**config.mk**
```make
export PLATFORM = sky130hd
export DESIGN_NAME = router_sync_flat
export DESIGN_NICKNAME = d
export VERILOG_FILES = /design/src/rtl/router_sync_if.sv /design/src/rtl/router_sync.sv /design/src/flat_wrapper.sv
export SDC_FILE = /design/constraint.sdc
export NUM_CORES = 1
export LEC_CHECK = 0
export ABC_AREA = 1
export CORE_UTILIZATION = 45
export DETAILED_ROUTE_END_ITERATION = 7
export GPL_TIMING_DRIVEN = 0
export PLACE_DENSITY = 0.8
export SYNTH_ARGS = -nofsm -noshare
export SYNTH_HDL_FRONTEND = slang
export SYNTH_SLANG_ARGS = --single-unit
```
**constraint.sdc**
```tcl
create_clock -name clk -period 1.05 [get_ports clk]
set_input_delay 0.2625 -clock clk [delete_from_list [all_inputs] [get_ports clk]]
set_output_delay 0.2625 -clock clk [all_outputs]
set_load 0.02 [all_outputs]
```
**src/rtl/router_sync_if.sv**
```systemverilog
// rtl/router_sync_if.sv - router_sync FSM/FIFO/reader signal bundle; SYNC_TIMEOUT_STATUS_EN adds status signals
interface router_sync_if;
    logic       detect_add;
    logic [1:0] data_in;
    logic       write_enb_reg;
    logic       full_0, full_1, full_2;
    logic       empty_0, empty_1, empty_2;
    logic       read_enb_0, read_enb_1, read_enb_2;
    logic [2:0] write_enb;
    logic       fifo_full;
    logic       vld_out_0, vld_out_1, vld_out_2;
    logic       soft_reset_0, soft_reset_1, soft_reset_2;
`ifdef SYNC_TIMEOUT_STATUS_EN
    logic       timeout_clr;
    logic [2:0] timeout_flags;

    modport master (
        output detect_add, data_in, write_enb_reg,
        output full_0, full_1, full_2, empty_0, empty_1, empty_2,
        output read_enb_0, read_enb_1, read_enb_2, timeout_clr,
        input  write_enb, fifo_full, vld_out_0, vld_out_1, vld_out_2,
        input  soft_reset_0, soft_reset_1, soft_reset_2, timeout_flags
    );
    modport slave (
        input  detect_add, data_in, write_enb_reg,
        input  full_0, full_1, full_2, empty_0, empty_1, empty_2,
        input  read_enb_0, read_enb_1, read_enb_2, timeout_clr,
        output write_enb, fifo_full, vld_out_0, vld_out_1, vld_out_2,
        output soft_reset_0, soft_reset_1, soft_reset_2, timeout_flags
    );
`else
    modport master (
        output detect_add, data_in, write_enb_reg,
        output full_0, full_1, full_2, empty_0, empty_1, empty_2,
        output read_enb_0, read_enb_1, read_enb_2,
        input  write_enb, fifo_full, vld_out_0, vld_out_1, vld_out_2,
        input  soft_reset_0, soft_reset_1, soft_reset_2
    );
    modport slave (
        input  detect_add, data_in, write_enb_reg,
        input  full_0, full_1, full_2, empty_0, empty_1, empty_2,
        input  read_enb_0, read_enb_1, read_enb_2,
        output write_enb, fifo_full, vld_out_0, vld_out_1, vld_out_2,
        output soft_reset_0, soft_reset_1, soft_reset_2
    );
`endif
endinterface

```
**src/rtl/router_sync.sv**
```systemverilog
// rtl/router_sync.sv - router address latch, write steering and per-FIFO read timeout; SYNC_TIMEOUT_STATUS_EN adds sticky timeout flags
module router_sync #(
    parameter int TIMEOUT = 30,
    parameter int CNT_W   = 5
) (
    input  logic         clk,
    input  logic         reset_n,
    router_sync_if.slave bus
);
    localparam logic [CNT_W-1:0] CNT_LAST = CNT_W'(TIMEOUT - 1);

    logic [1:0]            addr_q, addr_d;
    logic [2:0]            empty, rd_en, full, stall;
    logic [2:0]            sr_q, sr_d;
    logic [2:0][CNT_W-1:0] cnt_q, cnt_d;
    logic [2:0]            we;
    logic                  ff;

    assign empty = {bus.empty_2, bus.empty_1, bus.empty_0};
    assign rd_en = {bus.read_enb_2, bus.read_enb_1, bus.read_enb_0};
    assign full  = {bus.full_2, bus.full_1, bus.full_0};
    assign stall = ~empty & ~rd_en;

    assign addr_d = bus.detect_add ? bus.data_in : addr_q;

    // Decoding uses the latched address, so a header arriving with a write strobe takes effect next cycle.
    always_comb begin
        we = 3'b000;
        ff = 1'b0;
        case (addr_q)
            2'b00:   begin we = 3'b001; ff = full[0]; end
            2'b01:   begin we = 3'b010; ff = full[1]; end
            2'b10:   begin we = 3'b100; ff = full[2]; end
            default: begin we = 3'b000; ff = 1'b0;    end
        endcase
        if (!bus.write_enb_reg) begin
            we = 3'b000;
        end
    end

    always_comb begin
        cnt_d = cnt_q;
        sr_d  = 3'b000;
        for (int i = 0; i < 3; i++) begin
            if (!stall[i]) begin
                cnt_d[i] = '0;
            end else if (cnt_q[i] == CNT_LAST) begin
                cnt_d[i] = '0;
                sr_d[i]  = 1'b1;
            end else begin
                cnt_d[i] = cnt_q[i] + 1'b1;
            end
        end
    end

    always_ff @(posedge clk) begin
        if (!reset_n) begin
            addr_q <= 2'b11;
            cnt_q  <= '0;
            sr_q   <= 3'b000;
        end else begin
            addr_q <= addr_d;
            cnt_q  <= cnt_d;
            sr_q   <= sr_d;
        end
    end

    assign bus.write_enb    = we;
    assign bus.fifo_full    = ff;
    assign bus.vld_out_0    = ~empty[0];
    assign bus.vld_out_1    = ~empty[1];
    assign bus.vld_out_2    = ~empty[2];
    assign bus.soft_reset_0 = sr_q[0];
    assign bus.soft_reset_1 = sr_q[1];
    assign bus.soft_reset_2 = sr_q[2];

`ifdef SYNC_TIMEOUT_STATUS_EN
    logic [2:0] flags_q, flags_d;

    // A pulse on the same edge as a clear still leaves its flag set.
    assign flags_d = (flags_q & ~{3{bus.timeout_clr}}) | sr_d;

    always_ff @(posedge clk) begin
        if (!reset_n) begin
            flags_q <= 3'b000;
        end else begin
            flags_q <= flags_d;
        end
    end

    assign bus.timeout_flags = flags_q;
`endif
endmodule
```
**src/flat_wrapper.sv**
```systemverilog
// flat-port wrapper written by rule: the top's interface ports become plain ports
module router_sync_flat 
#(
    parameter int TIMEOUT = 30,
    parameter int CNT_W   = 5
)
  (clk, reset_n, bus_detect_add, bus_data_in, bus_write_enb_reg, bus_full_0, bus_full_1, bus_full_2, bus_empty_0, bus_empty_1, bus_empty_2, bus_read_enb_0, bus_read_enb_1, bus_read_enb_2, bus_write_enb, bus_fifo_full, bus_vld_out_0, bus_vld_out_1, bus_vld_out_2, bus_soft_reset_0, bus_soft_reset_1, bus_soft_reset_2);
  router_sync_if bus_i ();
  input  logic clk;
  input  logic reset_n;
  input wire logic [$bits(bus_i.detect_add)-1:0] bus_detect_add;
  input wire logic [$bits(bus_i.data_in)-1:0] bus_data_in;
  input wire logic [$bits(bus_i.write_enb_reg)-1:0] bus_write_enb_reg;
  input wire logic [$bits(bus_i.full_0)-1:0] bus_full_0;
  input wire logic [$bits(bus_i.full_1)-1:0] bus_full_1;
  input wire logic [$bits(bus_i.full_2)-1:0] bus_full_2;
  input wire logic [$bits(bus_i.empty_0)-1:0] bus_empty_0;
  input wire logic [$bits(bus_i.empty_1)-1:0] bus_empty_1;
  input wire logic [$bits(bus_i.empty_2)-1:0] bus_empty_2;
  input wire logic [$bits(bus_i.read_enb_0)-1:0] bus_read_enb_0;
  input wire logic [$bits(bus_i.read_enb_1)-1:0] bus_read_enb_1;
  input wire logic [$bits(bus_i.read_enb_2)-1:0] bus_read_enb_2;
  output wire logic [$bits(bus_i.write_enb)-1:0] bus_write_enb;
  output wire logic [$bits(bus_i.fifo_full)-1:0] bus_fifo_full;
  output wire logic [$bits(bus_i.vld_out_0)-1:0] bus_vld_out_0;
  output wire logic [$bits(bus_i.vld_out_1)-1:0] bus_vld_out_1;
  output wire logic [$bits(bus_i.vld_out_2)-1:0] bus_vld_out_2;
  output wire logic [$bits(bus_i.soft_reset_0)-1:0] bus_soft_reset_0;
  output wire logic [$bits(bus_i.soft_reset_1)-1:0] bus_soft_reset_1;
  output wire logic [$bits(bus_i.soft_reset_2)-1:0] bus_soft_reset_2;
  assign bus_i.detect_add = bus_detect_add;
  assign bus_i.data_in = bus_data_in;
  assign bus_i.write_enb_reg = bus_write_enb_reg;
  assign bus_i.full_0 = bus_full_0;
  assign bus_i.full_1 = bus_full_1;
  assign bus_i.full_2 = bus_full_2;
  assign bus_i.empty_0 = bus_empty_0;
  assign bus_i.empty_1 = bus_empty_1;
  assign bus_i.empty_2 = bus_empty_2;
  assign bus_i.read_enb_0 = bus_read_enb_0;
  assign bus_i.read_enb_1 = bus_read_enb_1;
  assign bus_i.read_enb_2 = bus_read_enb_2;
  assign bus_write_enb = bus_i.write_enb;
  assign bus_fifo_full = bus_i.fifo_full;
  assign bus_vld_out_0 = bus_i.vld_out_0;
  assign bus_vld_out_1 = bus_i.vld_out_1;
  assign bus_vld_out_2 = bus_i.vld_out_2;
  assign bus_soft_reset_0 = bus_i.soft_reset_0;
  assign bus_soft_reset_1 = bus_i.soft_reset_1;
  assign bus_soft_reset_2 = bus_i.soft_reset_2;
  router_sync #(.TIMEOUT(TIMEOUT), .CNT_W(CNT_W)) u_core (.clk(clk), .reset_n(reset_n), .bus(bus_i));
endmodule
```
==> out/results.ini, run 1 <==
[global_route]
grt_pass1_wl_um = 2860
grt_usage_pct = 18.9
overflow = 0
grt_max_degree = 11
antenna_found_initial = 0
grt_pass1_vias = 742

[floorplanning]
ios = 25
die_x_um = 46.2
rows = 15
core_sq_um = 1780
die_area_sq_um = 2140
initial_core_util_pct = 49.3
dieHeight_um = 46.2

[synth]
synth_mux_area_share_pct = 0
avgSynthCellArea_sq_um = 7.58
yosysWarnings = 0
synth_area_sq_um = 880
netlist_instances = 116
ys_seq_elements = 20
seq_area_frac_synth_pct = 45.5
synth-simple-area-share_pct = 32.6
synth_nets = 137
synth_area_leader_cell = dfxtp_1
synthTopCellsByArea = dfxtp_1 46%, ha_1 8.5%, nand2_1 8.1%, nor2_1 8.1%, inv_1 7.7%
synthAdderAreaFrac_pct = 8.53
synth_top_area_share_pct = 45.5
synth_compound_area_share_pct = 2.28
netlist-cell-type-count = 14
synthXorXnorAreaFrac_pct = 2.99
synth_top_family_by_area = simple AND/OR/NAND/NOR gates

[critical_path]
end_kind = output port
path_max_fanout = 4
path_class = flop to output port
worst-path-buf-inv = 2
cpPeakStageDelay_ps = 410
cp_slowest_cell = dfxtp_4
critPathLaunchType = flop
path_cells = inv_4, nor3_2, buf_4
path_delay_family = flip-flops
arrival_ps = 1030
worstPathRequired_ps = 790

[sta]
fin_tns_setup_ps = -916
finalCriticalPeriod_ps = 1290
relSlewSlack_pct = 85.5
slew_violations = 0
finalHoldViolCount = 0
fin_skew_ps = 0.556
tightest_slew_ps = 217
rsz0062_at_grt = yes
fin_crit_sh_pct = 123
setup_viol = 4
max_freq_mhz = 774
setup_ws_ps = -242

[clocking]
cts.sinks = 20
numCtsBuffers = 3
cts_root_buffer = clkbuf_4
cts_tree = built
clk-insertion-delay-late_ps = 290
cts_buffer_depth = 2
cts-htree-levels = 1
clk_pin_slew_ps = 100
ctsHoldBuffers = 0

[run]
drv_cap = 0

[placed_design]
gp_congestion = 0.695
place_hpwl_um = 1310
port_buffers = 24

[detailed_routing]
num_vias = 825
routedWlPerCell_um = 10.5
viasPerCell = 4.82
drt-initial-drc-count = 11
routed_wirelength_um = 1800
drtPass1Iterations = 2
drc = 0
ant_nets = 0

[layout]
nFillCells = 131
finalNetCount = 169
diodes = 0
syn_to_final_growth_pct = 44.4
layout-drive-gt1-share_pct = 31.5

[worst_hold_path]
min-delay-path-class = input pin to flop

[power]
ir_drop_mv = 0.827
powerDensity_nw_per_um2 = 1020
leakagePower_uw = 0.000545
total_power_uw = 1300

[run_status]
status = finished with violations
violations = setup timing

==> logic make-up after synthesis <==
kind of cell,Yosys count
simple gates,64
flops,20
buf+inv,19
fa+ha+maj,6
compound gates,4
xor+xnor,3
==> cell type report <==
type / count / area [sq um] / area share (%)
timing repair buffer: 27 / 258 / 20.3
clock buffer: 3 / 22.5 / 1.77
sequential: 20 / 423 / 33.3
inverter: 19 / 76.3 / 6.01
tap: 25 / 31.3 / 2.46
multi-input combinational: 77 / 459 / 36.2
==> cell usage in the layout, fill, tap and decap left out, drive strengths merged <==
cell	netlist	routed
nand3	10	10
nand2	21	21
buf	0	13
nor2	20	20
dlymetal6s2s	0	1
nor3	5	5
inv	19	19
dlygate4sd2	0	4
nand4	8	8
dfxtp	20	20
clkdlybuf4s50	0	9
ha	6	6
o21ai	2	2
clkbuf	0	3
xnor2	3	3
a21oi	2	2
==> state kept, by name (all words and copies together), names as in the netlist <==
register	flops
u_core.addr_q	2
u_core.sr_q	3
u_core.cnt_q	15
==> metrics by stage <==
stage	instance area [sq um]	util, %	hold slack (ps)	cells	setup slack (ps)
finish	1270	71.2	320	171	-242
global route	1270	71.2	343	171	-282
CTS	1190	66.9	360	170	-228
detailed placement	1150	64.6	471	165	-773
global placement	1150	64.6	459	165	-776
floorplan	880	-	342	116	-125
==> worst min-delay path, stage by stage <==
cell and delay, ps:
dlymetal6s2s_1 170, nand2_1 100, nor3_1 50
==> power breakdown <==
group | total [uW] | switching [uW] | internal [uW]
clock network | 343 | 209 | 133
registers | 785 | 19.2 | 766
logic | 172 | 80.5 | 91.7
==> what timing repair did <==
item                                   CTS  global route
setup endpoints to repair               10            22
gates resized for setup                 70            27
setup buffers                            2             1
endpoints found under the hold margin    0             0
pin swaps                                3             2
==> metal layers <==
layer  GRT usage (%)  up-vias  share of wire (%)
met1            20.0      366                 45
met5               0        -                  0
met3            4.31        4                7.1
met4            12.4        0                1.4
met2            33.2       25                 46
li1                -      430                  -
==> Yosys cell counts <==
| library cell | number |
|---|---|
| nand3_1 | 10 |
| nor3_1 | 5 |
| nand2_1 | 19 |
| ha_1 | 6 |
| xnor2_1 | 3 |
| inv_1 | 18 |
| nand2_2 | 2 |
| o21ai_0 | 2 |
| nor2_1 | 19 |
| nand4_1 | 8 |
| dfxtp_1 | 20 |
| nor2_2 | 1 |
| a21oi_1 | 2 |
| inv_2 | 1 |
==> worst paths after layout <==
check,startpoint,to,slack (ps),cells past startpoint
hold reg to reg,u_core.cnt_q[5]$_SDFF_PP0_,u_core.cnt_q[5]$_SDFF_PP0_,450,1
setup reg to reg,u_core.cnt_q[11]$_SDFF_PP0_,u_core.cnt_q[12]$_SDFF_PP0_,70,7
hold / removal,reset_n,u_core.sr_q[0]$_SDFF_PN0_,320,3
setup / recovery,u_core.addr_q[0]$_SDFFE_PN1P_,bus_write_enb[1],-240,3
Note: power is estimated with default switching activity, not from simulation.
==> inputs of run 2 (changes only) <==
- CTS_CLUSTER_SIZE: not set -> 25
==> results of run 2 <==
Final layout, timing and power as in run 1 (identical DEF).
